[config.mk]
export PLATFORM = sky130hd
export DESIGN_NAME = regfile_scoreboard
export DESIGN_NICKNAME = d
export VERILOG_FILES = /design/src/rtl/regfile_scoreboard.sv
export SDC_FILE = /design/constraint.sdc
export NUM_CORES = 1
export LEC_CHECK = 0
export ABC_CLOCK_PERIOD_IN_PS = 3760
export CORE_MARGIN = 3
export CORE_UTILIZATION = 53
export CTS_BUF_LIST = sky130_fd_sc_hd__clkbuf_2
export CTS_CLUSTER_DIAMETER = 50
export CTS_CLUSTER_SIZE = 30
export DETAILED_ROUTE_END_ITERATION = 7
export GPL_TIMING_DRIVEN = 0
export PLACE_DENSITY = 0.9
export REMOVE_ABC_BUFFERS = 1
export SETUP_SLACK_MARGIN = 0.02
export SLEW_MARGIN = 10
export SYNTH_ARGS = -nofsm -noshare
export SYNTH_HDL_FRONTEND = slang
export SYNTH_SLANG_ARGS = --single-unit
export TNS_END_PERCENT = 30
[constraint.sdc]
create_clock -name clock -period 3.76 [get_ports clock]
set_input_delay 0.94 -clock clock [delete_from_list [all_inputs] [get_ports clock]]
set_output_delay 0.94 -clock clock [all_outputs]
set_load 0.02 [all_outputs]
[src/rtl/regfile_scoreboard.sv]
// Register-file hazard scoreboard: per-register outstanding-write counters plus a global total.
// issue_ready is combinational; state and outputs settle one edge after issue/wb. Optional macro: SCOREBOARD_WB_BYPASS_EN.
module regfile_scoreboard #(
    parameter int CNT_W     = 2,
    parameter int TOTAL_MAX = 8,
    parameter int TOT_W     = 4
) (
    input  logic             clock,
    input  logic             reset,
    input  logic             issue_valid,
    input  logic [4:0]       issue_rs1,
    input  logic             issue_rs1_used,
    input  logic [4:0]       issue_rs2,
    input  logic             issue_rs2_used,
    input  logic [4:0]       issue_rd,
    input  logic             issue_rd_write,
    output logic             issue_ready,
    input  logic             wb_valid,
    input  logic [4:0]       wb_rd,
    input  logic             flush,
    output logic [31:0]      busy_mask,
    output logic [TOT_W-1:0] outstanding,
    output logic             error
);

    localparam logic [CNT_W-1:0] CNT_MAX = '1;

    logic [CNT_W-1:0] cnt_q [32];
    logic [CNT_W-1:0] cnt_d [32];
    logic [TOT_W-1:0] total_q, total_d;
    logic             error_q, error_d;

    logic             wb_hit, wb_bad, issue_inc;
    logic [CNT_W-1:0] eff_rs1, eff_rs2;
    logic [TOT_W-1:0] eff_total;
    logic             rs1_haz, rs2_haz, rd_blk;

    // x0 is never counted, so a wb to x0 always lands in wb_bad.
    assign wb_hit = wb_valid && (cnt_q[wb_rd] != '0);
    assign wb_bad = wb_valid && !wb_hit;

`ifdef SCOREBOARD_WB_BYPASS_EN
    assign eff_rs1   = cnt_q[issue_rs1] - CNT_W'(wb_hit && (wb_rd == issue_rs1));
    assign eff_rs2   = cnt_q[issue_rs2] - CNT_W'(wb_hit && (wb_rd == issue_rs2));
    assign eff_total = total_q - TOT_W'(wb_hit);
`else
    assign eff_rs1   = cnt_q[issue_rs1];
    assign eff_rs2   = cnt_q[issue_rs2];
    assign eff_total = total_q;
`endif

    assign rs1_haz = issue_rs1_used && (issue_rs1 != 5'd0) && (eff_rs1 != '0);
    assign rs2_haz = issue_rs2_used && (issue_rs2 != 5'd0) && (eff_rs2 != '0);
    assign rd_blk  = issue_rd_write && (issue_rd != 5'd0) &&
                     ((cnt_q[issue_rd] == CNT_MAX) || (eff_total == TOT_W'(TOTAL_MAX)));

    assign issue_ready = !flush && !rs1_haz && !rs2_haz && !rd_blk;
    assign issue_inc   = issue_valid && issue_ready && issue_rd_write && (issue_rd != 5'd0);

    always_comb begin
        for (int r = 0; r < 32; r++) begin
            cnt_d[r] = cnt_q[r];
            if (flush) begin
                cnt_d[r] = '0;
            end else if (issue_inc && (issue_rd == 5'(r)) && !(wb_hit && (wb_rd == 5'(r)))) begin
                cnt_d[r] = cnt_q[r] + 1'b1;
            end else if (wb_hit && (wb_rd == 5'(r)) && !(issue_inc && (issue_rd == 5'(r)))) begin
                cnt_d[r] = cnt_q[r] - 1'b1;
            end
        end
    end

    always_comb begin
        total_d = total_q;
        if (flush) begin
            total_d = '0;
        end else if (issue_inc && !wb_hit) begin
            total_d = total_q + 1'b1;
        end else if (wb_hit && !issue_inc) begin
            total_d = total_q - 1'b1;
        end
    end

    // A writeback arriving with a flush is discarded, so it cannot flag an error either.
    assign error_d = error_q || (wb_bad && !flush);

    always_ff @(posedge clock) begin
        if (!reset) begin
            for (int r = 0; r < 32; r++) cnt_q[r] <= '0;
            total_q <= '0;
            error_q <= 1'b0;
        end else begin
            for (int r = 0; r < 32; r++) cnt_q[r] <= cnt_d[r];
            total_q <= total_d;
            error_q <= error_d;
        end
    end

    always_comb begin
        busy_mask = '0;
        for (int r = 0; r < 32; r++) busy_mask[r] = (cnt_q[r] != '0);
    end

    assign outstanding = total_q;
    assign error       = error_q;

endmodule

==> results.md <==
* Status: finished with violations
* Violated checks: negative setup slack
* Critical path launch point type: input port
* WP buf/inv at 2
* Hold buffer count at cts at 0
* Wire per inst at around 22 µm
* Most used cell, CP: nand2_1
* Power Dens Cells at 229 nW/µm²
* Num CTS Buffers at 9
* Synth cell types at 52
* Worst Setup End Kind: output pin
* Synth area leaders: dfxtp_1 (25%), mux4_2 (12%), xor2_1 (10%)
* Final Net Count at about 760
* Post-route design area at around 6500 µm²
* EDFF count, synth at 0
* Worst Path Max Fanout at 6
* Worst-margin pin slew at approximately 1.1 ns
* Vias in the first global route at ~5.6k
* DIE WIDTH at 108 µm
* Fraction of layout cells with a size suffix above 1 at between 10% and 20%
* Worst hold slack at around 0.52 ns
* Ys flop type: dfxtp_1
* I/O pin count at 66
* CTS clk-pin slew, worst paths at between 0.15 and 0.2 ns
* Cell internal pwr at 0.999 mW
* LEAKAGE at 2.56 nW
* RSZ-0062 raised after global routing: yes
* DIE AREA at between 10,000 and 15,000 µm²
* Crit-path cells: clkdlybuf4s50_1, nor2b_1, a22oi_1, nand2_1, nand2_1, nand2_1, a31oi_1, buf_2
* Ratio of final minimum period to clock period at 101%
* Crit path launch: issue_rd[2]
* Crit Path Class: input port to output pin
* Slew margin rel. at roughly a quarter
* Row cnt at 36
* Synth Register Bits at 69
* Crit path largest cell delay at 0.58 ns
* Initial Util at between 50% and 60%
* Most frequent cells after synthesis: nor2_1 (71), dfxtp_1 (69), xor2_1 (63)
* PortBufs at 65
* H-tree depth at 3
* Final WL at around 18,000 µm
* Detailed Routing Iterations Pass 1 at 5
* Max Slew Vio Count at 0
* Layout Area Growth over Synthesis at 17.8%
* Synth async-reset ratio at 0%
* Required @ worst endpoint at 2.82 ns
* Comb power frac at a little over a fifth
* MaxCap Viol Count at 0
* Slowest cell on crit path: clkdlybuf4s50_1
* Final ANT Viol Nets at 0
* Post-Syn Instances at ~640
* DP HPWL at about 12,000 µm
* CP top delay family: simple AND/OR/NAND/NOR gates
* Initial antenna violation count at 0
* Yosys warns at 0
* Hold path start: error
* Via-to-Cell Ratio at 6.74
* Top-count cell post-synth: nor2_1
* Final critical-path required period at 3.78 ns
* Sequential power share at about half
* Switching pwr at ~0.49 mW
* Placed Area at 6190 µm²
* Sequential area share after synthesis at about 25%
* Overflow left after global routing at 0
* Largest net degree at the start of global routing at 36
* Drt drc at 0
* Synthesized area at 5510 µm²
* Clock latency on the worst-skew pair at around 0.54 ns
* Die Y at approximately 110 µm
* Clock sinks at a little under 70
* # diodes at 0
* Root Driver: clkbuf_2
* Clock power frac at between 20 and 30%
* RR Startpoint: cnt_q[21][0]
* Arrival @ worst endpoint at roughly 2.8 ns
* Syn Area/Cell at between 8 and 9 µm²
* First-pass GRT wire length at 27,800 µm
* Routability Congestion at a little under 1
* Synth area leader: dfxtp_1
* Switching Share at 32.7%
* TritonCTS clock tree: yes
* TNS Setup at -0.0250 ns
* Clk_skew at roughly 0.034 ns
* Longest Clk Path Bufs at 2
* Final worst setup slack at -0.0250 ns
* Peak supply drop at ~0.00013 V
* Fin. Hold Viols at 0
* Synth top area share at approximately 25%
* Vias post-DR at around 5.6k
* Hold Path Class: flip-flop to flip-flop
* 1st-iter DRT viols at around 630
* CORE AREA at between 9000 and 10,000 µm²
* F_max at about 260 MHz
* Tot GR Track Use at between 30% and 40%
* Final setup fails at 1
## kinds of logic (layout without fill, tap and decap cells)
| kind of cell | after synthesis | count (layout) | synth area share [%] |
|---|---|---|---|
| AO/OA/AOI/OAI | 118 | 120 | 13.3 |
| XOR/XNOR | 65 | 65 | 10.3 |
| adder cells (fa/ha/maj) | 36 | 36 | 8.32 |
| buffers and inverters | 72 | 129 | 5.68 |
| flip-flops | 69 | 69 | 25.1 |
| multiplexers | 38 | 38 | 14.4 |
| AND/OR/NAND/NOR | 244 | 244 | 22.8 |
## stage by stage
stage | std cells | setup WS (ns) | utilization [%] | power (mW)
finish | 834 | -0.0250 | 65.2 | 1.48
global route | 834 | -0.0725 | 65.2 | 1.53
CTS | 830 | -0.0240 | 64.6 | 1.47
detailed placement | 806 | -2.17 | 62.1 | 1.02
global placement | 805 | -3.23 | 61.8 | 1.01
floorplan | 607 | -0.908 | - | 0.892
## flip-flops by register name (all words and copies together), names as in the netlist
register / cells
cnt_q: 64
outstanding: 4
error: 1
## routing by layer
| layer | up-vias | routed length [µm] | part of all wire [%] | global-route usage (%) |
|---|---|---|---|---|
| met3 | 118 | 2080 | 12 | 7.26 |
| met2 | 413 | 8420 | 47 | 49.6 |
| li1 | 2460 | - | - | - |
| met5 | - | 0 | 0 | 0 |
| met1 | 2627 | 6530 | 36 | 37.1 |
| met4 | 0 | 1020 | 5.7 | 18.1 |
## cells in the final DEF (no fill, tap or decap), types with 4 or more instances in the layout
master	instances
o21ai_0	38
a31oi_1	6
dfxtp_2	5
nor3_1	7
nor2b_1	13
nand3_1	15
buf_2	4
mux4_2	29
clkbuf_2	10
a21oi_2	5
xor2_1	63
and2_1	4
nand4_1	4
nand2_1	40
a21oi_1	34
inv_1	33
nor4b_1	8
buf_4	11
nor4_1	29
ha_1	34
clkdlybuf4s50_1	52
a22oi_1	8
nor2_1	70
dfxtp_1	64
mux2i_1	4
nand2b_1	4
or3_1	34
## power groups by stage
stage	logic, mW	clock network, mW	registers (mW)
2_1_floorplan	0.132	0	0.760
3_3_place_gp	0.253	0	0.758
3_5_place_dp	0.264	0	0.758
4_1_cts	0.295	0.436	0.744
5_1_grt	0.326	0.458	0.745
6_report	0.316	0.425	0.744
## final timing paths
path | cells past startpoint | slack [ns] | endpoint
hold reg to reg | 1 | 0.52 | error
hold / removal | 1 | 0.52 | error
setup reg to reg | 15 | 0.09 | outstanding[3]
setup / recovery | 8 | -0.02 | issue_ready
## repair_timing
action,CTS,global route
cloned,2,0
endpoints found under the setup margin,67,22
pin swaps,5,12
resized for setup,68,23
setup buffers,7,4
## final cells by class
type / instances / area (µm²)
inverter: 37 / 141
clock inverter: 6 / 55.1
fill: 810 / 3470
sequential: 69 / 1390
timing repair buffer: 77 / 746
multi-input combinational: 503 / 3950
clock buffer: 9 / 45.0
tap: 133 / 166
No activity file was read; power rests on OpenSTA's default activity.
